[src/rtl/spram_arbiter_ctrl.sv]
// Round-robin arbiter for two requesters sharing one single-port sync RAM, plus a fill-clear sequencer.
// Optional macro SPRAM_ARB_FIXED_PRI_EN: fixed priority (A always wins), no round-robin pointer.
module spram_arbiter_ctrl #(
   parameter int unsigned    DW         = 8,
   parameter int unsigned    AW         = 4,
   parameter int unsigned    DEPTH      = 16,
   parameter int unsigned    RAM_AW     = 8,
   parameter logic [DW-1:0]  FILL_VALUE = '0
) (
   input  logic              clk,
   input  logic              rst,
   input  logic              req_a,
   input  logic              we_a,
   input  logic [AW-1:0]     addr_a,
   input  logic [DW-1:0]     din_a,
   output logic              gnt_a,
   output logic              rvalid_a,
   output logic [DW-1:0]     rdata_a,
   input  logic              req_b,
   input  logic              we_b,
   input  logic [AW-1:0]     addr_b,
   input  logic [DW-1:0]     din_b,
   output logic              gnt_b,
   output logic              rvalid_b,
   output logic [DW-1:0]     rdata_b,
   input  logic              clr_start,
   output logic              busy,
   output logic              clr_done,
   output logic              ram_we,
   output logic [RAM_AW-1:0] ram_addr,
   output logic [DW-1:0]     ram_din,
   input  logic [DW-1:0]     ram_dout
);

   typedef enum logic [0:0] {StArb, StClear} state_e;

   state_e             state_q, state_d;
   logic [AW-1:0]      cnt_q, cnt_d;
   logic               busy_q, busy_d;
   logic               done_q, done_d;
   logic               ram_we_q, ram_we_d;
   logic [RAM_AW-1:0]  ram_addr_q, ram_addr_d;
   logic [DW-1:0]      ram_din_q, ram_din_d;
   logic               v1_q, v2_q, tag1_q, tag2_q;
   logic               rvalid_a_q, rvalid_b_q;
   logic [DW-1:0]      rdata_a_q, rdata_b_q;
   logic               prio_a;

`ifdef SPRAM_ARB_FIXED_PRI_EN
   assign prio_a = 1'b1;
`else
   // Set when B was granted last; reset value makes A win the first contention.
   logic last_b_q;
   assign prio_a = last_b_q;

   always_ff @(posedge clk) begin
      if (rst)        last_b_q <= 1'b1;
      else if (gnt_a) last_b_q <= 1'b0;
      else if (gnt_b) last_b_q <= 1'b1;
   end
`endif

   always_comb begin
      state_d    = state_q;
      cnt_d      = cnt_q;
      busy_d     = busy_q;
      done_d     = 1'b0;
      ram_we_d   = 1'b0;
      ram_addr_d = ram_addr_q;
      ram_din_d  = ram_din_q;
      gnt_a      = 1'b0;
      gnt_b      = 1'b0;
      unique case (state_q)
         StArb: begin
            if (done_q) busy_d = 1'b0;
            // busy_q is still high during the clr_done clk, which blocks grants there.
            if (!busy_q && !rst) begin
               if (clr_start) begin
                  state_d = StClear;
                  busy_d  = 1'b1;
                  cnt_d   = '0;
               end else begin
                  gnt_a = req_a && (!req_b || prio_a);
                  gnt_b = req_b && !gnt_a;
                  if (gnt_a) begin
                     ram_we_d   = we_a;
                     ram_addr_d = RAM_AW'(addr_a);
                     ram_din_d  = din_a;
                  end else if (gnt_b) begin
                     ram_we_d   = we_b;
                     ram_addr_d = RAM_AW'(addr_b);
                     ram_din_d  = din_b;
                  end
               end
            end
         end
         StClear: begin
            ram_we_d   = 1'b1;
            ram_addr_d = RAM_AW'(cnt_q);
            ram_din_d  = FILL_VALUE;
            cnt_d      = cnt_q + 1'b1;
            if (cnt_q == AW'(DEPTH - 1)) begin
               state_d = StArb;
               done_d  = 1'b1;
               cnt_d   = '0;
            end
         end
         default: state_d = StArb;
      endcase
   end

   always_ff @(posedge clk) begin
      if (rst) begin
         state_q    <= StArb;
         cnt_q      <= '0;
         busy_q     <= 1'b0;
         done_q     <= 1'b0;
         ram_we_q   <= 1'b0;
         ram_addr_q <= '0;
         ram_din_q  <= '0;
         v1_q       <= 1'b0;
         v2_q       <= 1'b0;
         tag1_q     <= 1'b0;
         tag2_q     <= 1'b0;
         rvalid_a_q <= 1'b0;
         rvalid_b_q <= 1'b0;
         rdata_a_q  <= '0;
         rdata_b_q  <= '0;
      end else begin
         state_q    <= state_d;
         cnt_q      <= cnt_d;
         busy_q     <= busy_d;
         done_q     <= done_d;
         ram_we_q   <= ram_we_d;
         ram_addr_q <= ram_addr_d;
         ram_din_q  <= ram_din_d;
         // Read-return pipeline: tag 1 marks an access owned by B.
         v1_q       <= (gnt_a && !we_a) || (gnt_b && !we_b);
         tag1_q     <= gnt_b;
         v2_q       <= v1_q;
         tag2_q     <= tag1_q;
         rvalid_a_q <= v2_q && !tag2_q;
         rvalid_b_q <= v2_q && tag2_q;
         if (v2_q && !tag2_q) rdata_a_q <= ram_dout;
         if (v2_q && tag2_q)  rdata_b_q <= ram_dout;
      end
   end

   assign busy     = busy_q;
   assign clr_done = done_q;
   assign ram_we   = ram_we_q;
   assign ram_addr = ram_addr_q;
   assign ram_din  = ram_din_q;
   assign rvalid_a = rvalid_a_q;
   assign rvalid_b = rvalid_b_q;
   assign rdata_a  = rdata_a_q;
   assign rdata_b  = rdata_b_q;

endmodule

[config.mk]
export PLATFORM = sky130hd
export DESIGN_NAME = spram_arbiter_ctrl
export DESIGN_NICKNAME = d
export VERILOG_FILES = /design/src/rtl/spram_arbiter_ctrl.sv
export SDC_FILE = /design/constraint.sdc
export NUM_CORES = 1
export LEC_CHECK = 0
export ABC_CLOCK_PERIOD_IN_PS = 2500
export BUFFER_PORTS_ARGS = -buffer_cell sky130_fd_sc_hd__clkbuf_2
export CORE_ASPECT_RATIO = 0.75
export CORE_MARGIN = 2
export CORE_UTILIZATION = 40
export CTS_CLUSTER_SIZE = 30
export DETAILED_ROUTE_END_ITERATION = 8
export PLACE_DENSITY = 0.69
export SLEW_MARGIN = 20
export SYNTH_ARGS = -nofsm -noshare
export SYNTH_HDL_FRONTEND = slang
export SYNTH_SLANG_ARGS = --single-unit
[constraint.sdc]
create_clock -name clk -period 2.5 [get_ports clk]
set_input_delay 0.25 -clock clk [delete_from_list [all_inputs] [get_ports clk]]
set_output_delay 0.25 -clock clk [all_outputs]
set_load 0.1 [all_outputs]
# After elaboration in Yosys (flattened, before gate mapping)
# Cells that the tools add are included.
word_totals:
  ff_bits: 47
  latchBits: 0
  ram_bits: 0
  rom_bits: 0
  inputBits: 39
  elab_cells: 78
  n_memories: 0
classes:
  n_addsub: 1
  multipliers: 0
  div_mod_pow: 0
  n_lt_le_gt_ge: 0
  eq_ne: 5
  shifts: 0
  n_mux: 35
  n_bitwise: 1
  n_reduce_logical: 20
op_table:
  columns: ["op", "count"]
  rows:
  - ["$mux 8", 8]
  - ["$pmux 8 s2", 2]
  - ["$mux 1", 19]
  - ["$mux 4", 3]
  - ["$pmux 4 s2", 1]
  - ["$logic_and 1x1->1", 7]
  - ["$logic_not 1->1", 7]
  - ["$ne 2x2->1 const B", 3]
  - ["$add 4x1->4 const B", 1]
  - ["$eq 4x4->1 const B", 1]
  - ["$pmux 1 s2", 2]
  - ["$ne 3x3->1 const B", 1]
  - ["$reduce_and 3->1", 1]
  - ["$logic_or 1x1->1", 2]
  - ["$reduce_and 2->1", 1]
  - ["$reduce_bool 2->1", 1]
  - ["$reduce_or 2->1", 1]
  - ["$not 1->1", 1]

# Depth between registers and ports, before layout
depth:
  depth_word: 10
  mapped_depth: 5
  depth_no_buf: 5

# Worst setup path before layout
# No wires, ideal clock.
synth_timing:
  path_kind: "register to output"
  from: "register busy_q (netlist: busy)"
  to: "output port gnt_a"
  arrival_ps: 2621
  required_ps: 2250
  path_slack_ps: -371
  stages_incl_launch_ff: 3
  n_path_buf: 0
  path_cell_list: "dfxtp_1 > nor4_4 > nor2b_1"
synth_between:
  elab_chain_cells: 4
synth_rtl:
  columns: ["element", "line", "rtl"]
  rows:
  - ["start, declared", "39", "logic busy_q, busy_d;"]
  - ["start signal, assigned", "132", "busy_q <= busy_d;"]
  - ["$logic_not 1->1", "77", "if (!busy_q && !rst) begin"]
  - ["$logic_and 1x1->1", "77", null]
  - ["$mux 1", "77", null]
  - ["$mux 1", "73", "unique case (state_q)"]
  - ["end, declared", "16", "output logic gnt_a,"]
# No other way between the ends.

# Worst setup path after layout
layout_timing:
  from: "register state_q"
  to: "output port gnt_a"
layout_between:
  elab_chain_cells: 1
layout_rtl:
  columns: ["element", "line", "rtl"]
  rows:
  - ["start, declared", "37", "state_e state_q, state_d;"]
  - ["start signal, assigned", "114", "state_q <= StArb;"]
  - ["start signal, assigned", "130", "state_q <= state_d;"]
  - ["$mux 1", "73", null]
# No other way between the ends.

==> flow_metrics.env <==
export IMPL_slew_headroom=0.630
export IMPL_async_flop_share=0
export IMPL_wl_per_cell_um=11.6
export IMPL_cts_resized_gates=0
export IMPL_layout_setup_ws_ns=0.315
export IMPL_gp_congestion=0.752
export IMPL_path_max_fanout=18
export IMPL_finClkSkew_ns=0.00461
export IMPL_syn_area_per_cell_um2=9.17
export IMPL_grt_use_total=0.154
export IMPL_nFillCells=431
export IMPL_grt_pass1_wl_um=5840
export IMPL_synth_main_ff_cell="dfxtp_1"
export IMPL_synth_seq_cells=43
export IMPL_die_h_um=61.9
export IMPL_dp_slack_ns=0.632
export IMPL_setup_viol=0
export IMPL_synth_area_um2=1790
export IMPL_worstHoldPathCells=3
export IMPL_io_buffer_count=73
export IMPL_p_clk_frac=0.337
export IMPL_drv_slew=0
export IMPL_internal_power_w=0.00108
export IMPL_worst_pin_slew_ns=0.555
export IMPL_grt_pass1_vias=1332
export IMPL_first_iter_violations=75
export IMPL_num_vias=1553
export IMPL_p_leak_nw=1.00
export IMPL_endpoint_kind="output pin"
export IMPL_cap_violations=0
export IMPL_worst_hold_slack_ns=0.191
export IMPL_netlist_instances=195
export IMPL_power_frac_comb=0.197
export IMPL_layout_common_cells="clkbuf_2, dfxtp_1, nand2_1, a21oi_1, mux2i_1"
export IMPL_drive_gt1_frac=0.343
export IMPL_fin_util=0.518
export IMPL_synth_edf_count=0
export IMPL_ys_warn_count=0
export IMPL_crit_type="reg -> out"
export IMPL_core_area_um2=4390
export IMPL_path_clk_slew_ns=0.08
export IMPL_powerDensity_nw_per_um2=692
export IMPL_period_share=0.874
export IMPL_die_w_um=81.2
export IMPL_cts_hold_fix_buffers=0
export IMPL_first_pass_iters=4
export IMPL_root_buffer="clkbuf_8"
export IMPL_tns_ns=0
export IMPL_worstHoldPathType="in -> reg"
export IMPL_status="complete, no violations"
export IMPL_grt_max_degree=40
export IMPL_io_pins=78
export IMPL_area_growth_pct=27.2
export IMPL_cts_buffers=5
export IMPL_seqPwrFrac=0.465
export IMPL_min_period_ns=2.18
export IMPL_p_switching_w=0.000496
export IMPL_grt_ovfl_total=0
export IMPL_ant_nets=0
export IMPL_final_nets=304
export IMPL_final_common_cell="clkbuf_2"
export IMPL_clk_latency_ns=0.29
export IMPL_fmax_ghz=0.458
export IMPL_ff2ff_path_depth=3
export IMPL_yosysSeqAreaShare=0.481
export IMPL_place_hpwl_um=2800
export IMPL_h_tree_depth=2
export IMPL_cts_tree="built"
export IMPL_drcViolationCount=0
export IMPL_cts_path_max_buffers=2
export IMPL_cp_required_ns=2.25
export IMPL_crit_path_start_kind="flip-flop"
export IMPL_switching_share=0.315
export IMPL_row_count=21
export IMPL_grt_antenna_before_repair=0
export IMPL_fin_total_pwr_w=0.00157
export IMPL_post_cts_buffers=0
export IMPL_dieArea_um2=5030
export IMPL_cp_arrival_ns=1.93
export IMPL_hold_viol=0
export IMPL_synth_distinct_cells=38
export IMPL_totalWireLength_um=3730
export IMPL_rsz0062_at_grt="false"
export IMPL_cts_sinks=43
export IMPL_num_antenna_cells=0
export IMPL_viasPerCell=4.82
export IMPL_ir_drop_mv=0.349
export IMPL_start_util=0.407
[power by group through the flow]
stage	Sequential (W)	Combinational (W)	Clock, W
global placement	0.000749	0.000310	0
finish	0.000733	0.000311	0.000531
floorplan	0.000869	0.000128	0
detailed placement	0.000748	0.000312	0
CTS	0.000733	0.000313	0.000546
global route	0.000738	0.000329	0.000578
[cell usage after synthesis (2+ instances only)]
cell / n / area (µm²)
o2bb2ai_1: 8 / 70.1
nand2b_1: 3 / 18.8
or2_2: 2 / 12.5
o21a_1: 2 / 15.0
or4b_1: 4 / 40.0
dfxtp_1: 43 / 861
buf_1: 2 / 7.51
buf_4: 4 / 30.0
a21oi_1: 23 / 115
o221ai_1: 4 / 35.0
buf_6: 2 / 22.5
nor2b_1: 5 / 31.3
nand3_1: 10 / 50.1
mux2i_1: 12 / 120
clkbuf_1: 6 / 22.5
buf_2: 2 / 10.0
nor2_1: 8 / 30.0
and3_1: 2 / 12.5
inv_1: 2 / 7.51
nand2_1: 33 / 124
[worst paths after layout]
| path | from | slack, ns | end |
|---|---|---|---|
| worst max-delay path | state_q | 0.32 | gnt_a |
| worst max register to register | state_q | 0.95 | ram_addr[1] |
| worst min register to register | tag1_q | 0.45 | tag2_q |
| worst min-delay path | ram_dout[1] | 0.19 | rdata_a[1] |
[layout make-up]
type	count	area, µm²	share of cell area
clock inverters	3	43.8	0.0193
repair buffers	75	380	0.167
clock buffers	5	68.8	0.0303
flip-flops and latches	43	861	0.379
well taps	57	71.3	0.0314
multi-input cells	136	837	0.368
inverters	3	11.3	0.00495
[critical path, stage by stage (launching register included)]
cell and delay, ns:
dfxtp_1 0.49, nor4_4 0.49, nor2b_2 0.21, clkbuf_2 0.46
[sequential cells by signal, indices dropped and copies added (netlist names)]
signal / cells
tag1_q: 1
ram_we: 1
v2_q: 1
busy: 1
clr_done: 1
last_b_q: 1
tag2_q: 1
v1_q: 1
ram_din: 8
rvalid_a: 1
rdata_a: 8
rvalid_b: 1
ram_addr: 4
cnt_q: 4
rdata_b: 8
state_q: 1
[per-stage QoR]
stage	cells	cell area, µm²
2_1_floorplan	198	1800
3_3_place_gp	314	2160
3_5_place_dp	314	2160
4_1_cts	322	2270
5_1_grt	322	2270
6_report	322	2270
[metal layers]
layer	part of all wire	track usage	vias up
li1	-	-	812
met1	0.47	0.189	683
met2	0.45	0.259	54
met3	0.072	0.0477	4
met4	0.0078	0.0581	0
met5	0	0	-
[cells by family after synthesis]
kind of cell    Yosys count  share of synthesized area
other cells               1                    0.00210
buf+inv                  19                     0.0581
fa+ha+maj                 1                    0.00700
compound gates           45                      0.169
simple gates             73                      0.210
xor+xnor                  1                    0.00490
mux                      12                     0.0672
flops                    43                      0.481
Power figures use the tool's default switching activity.
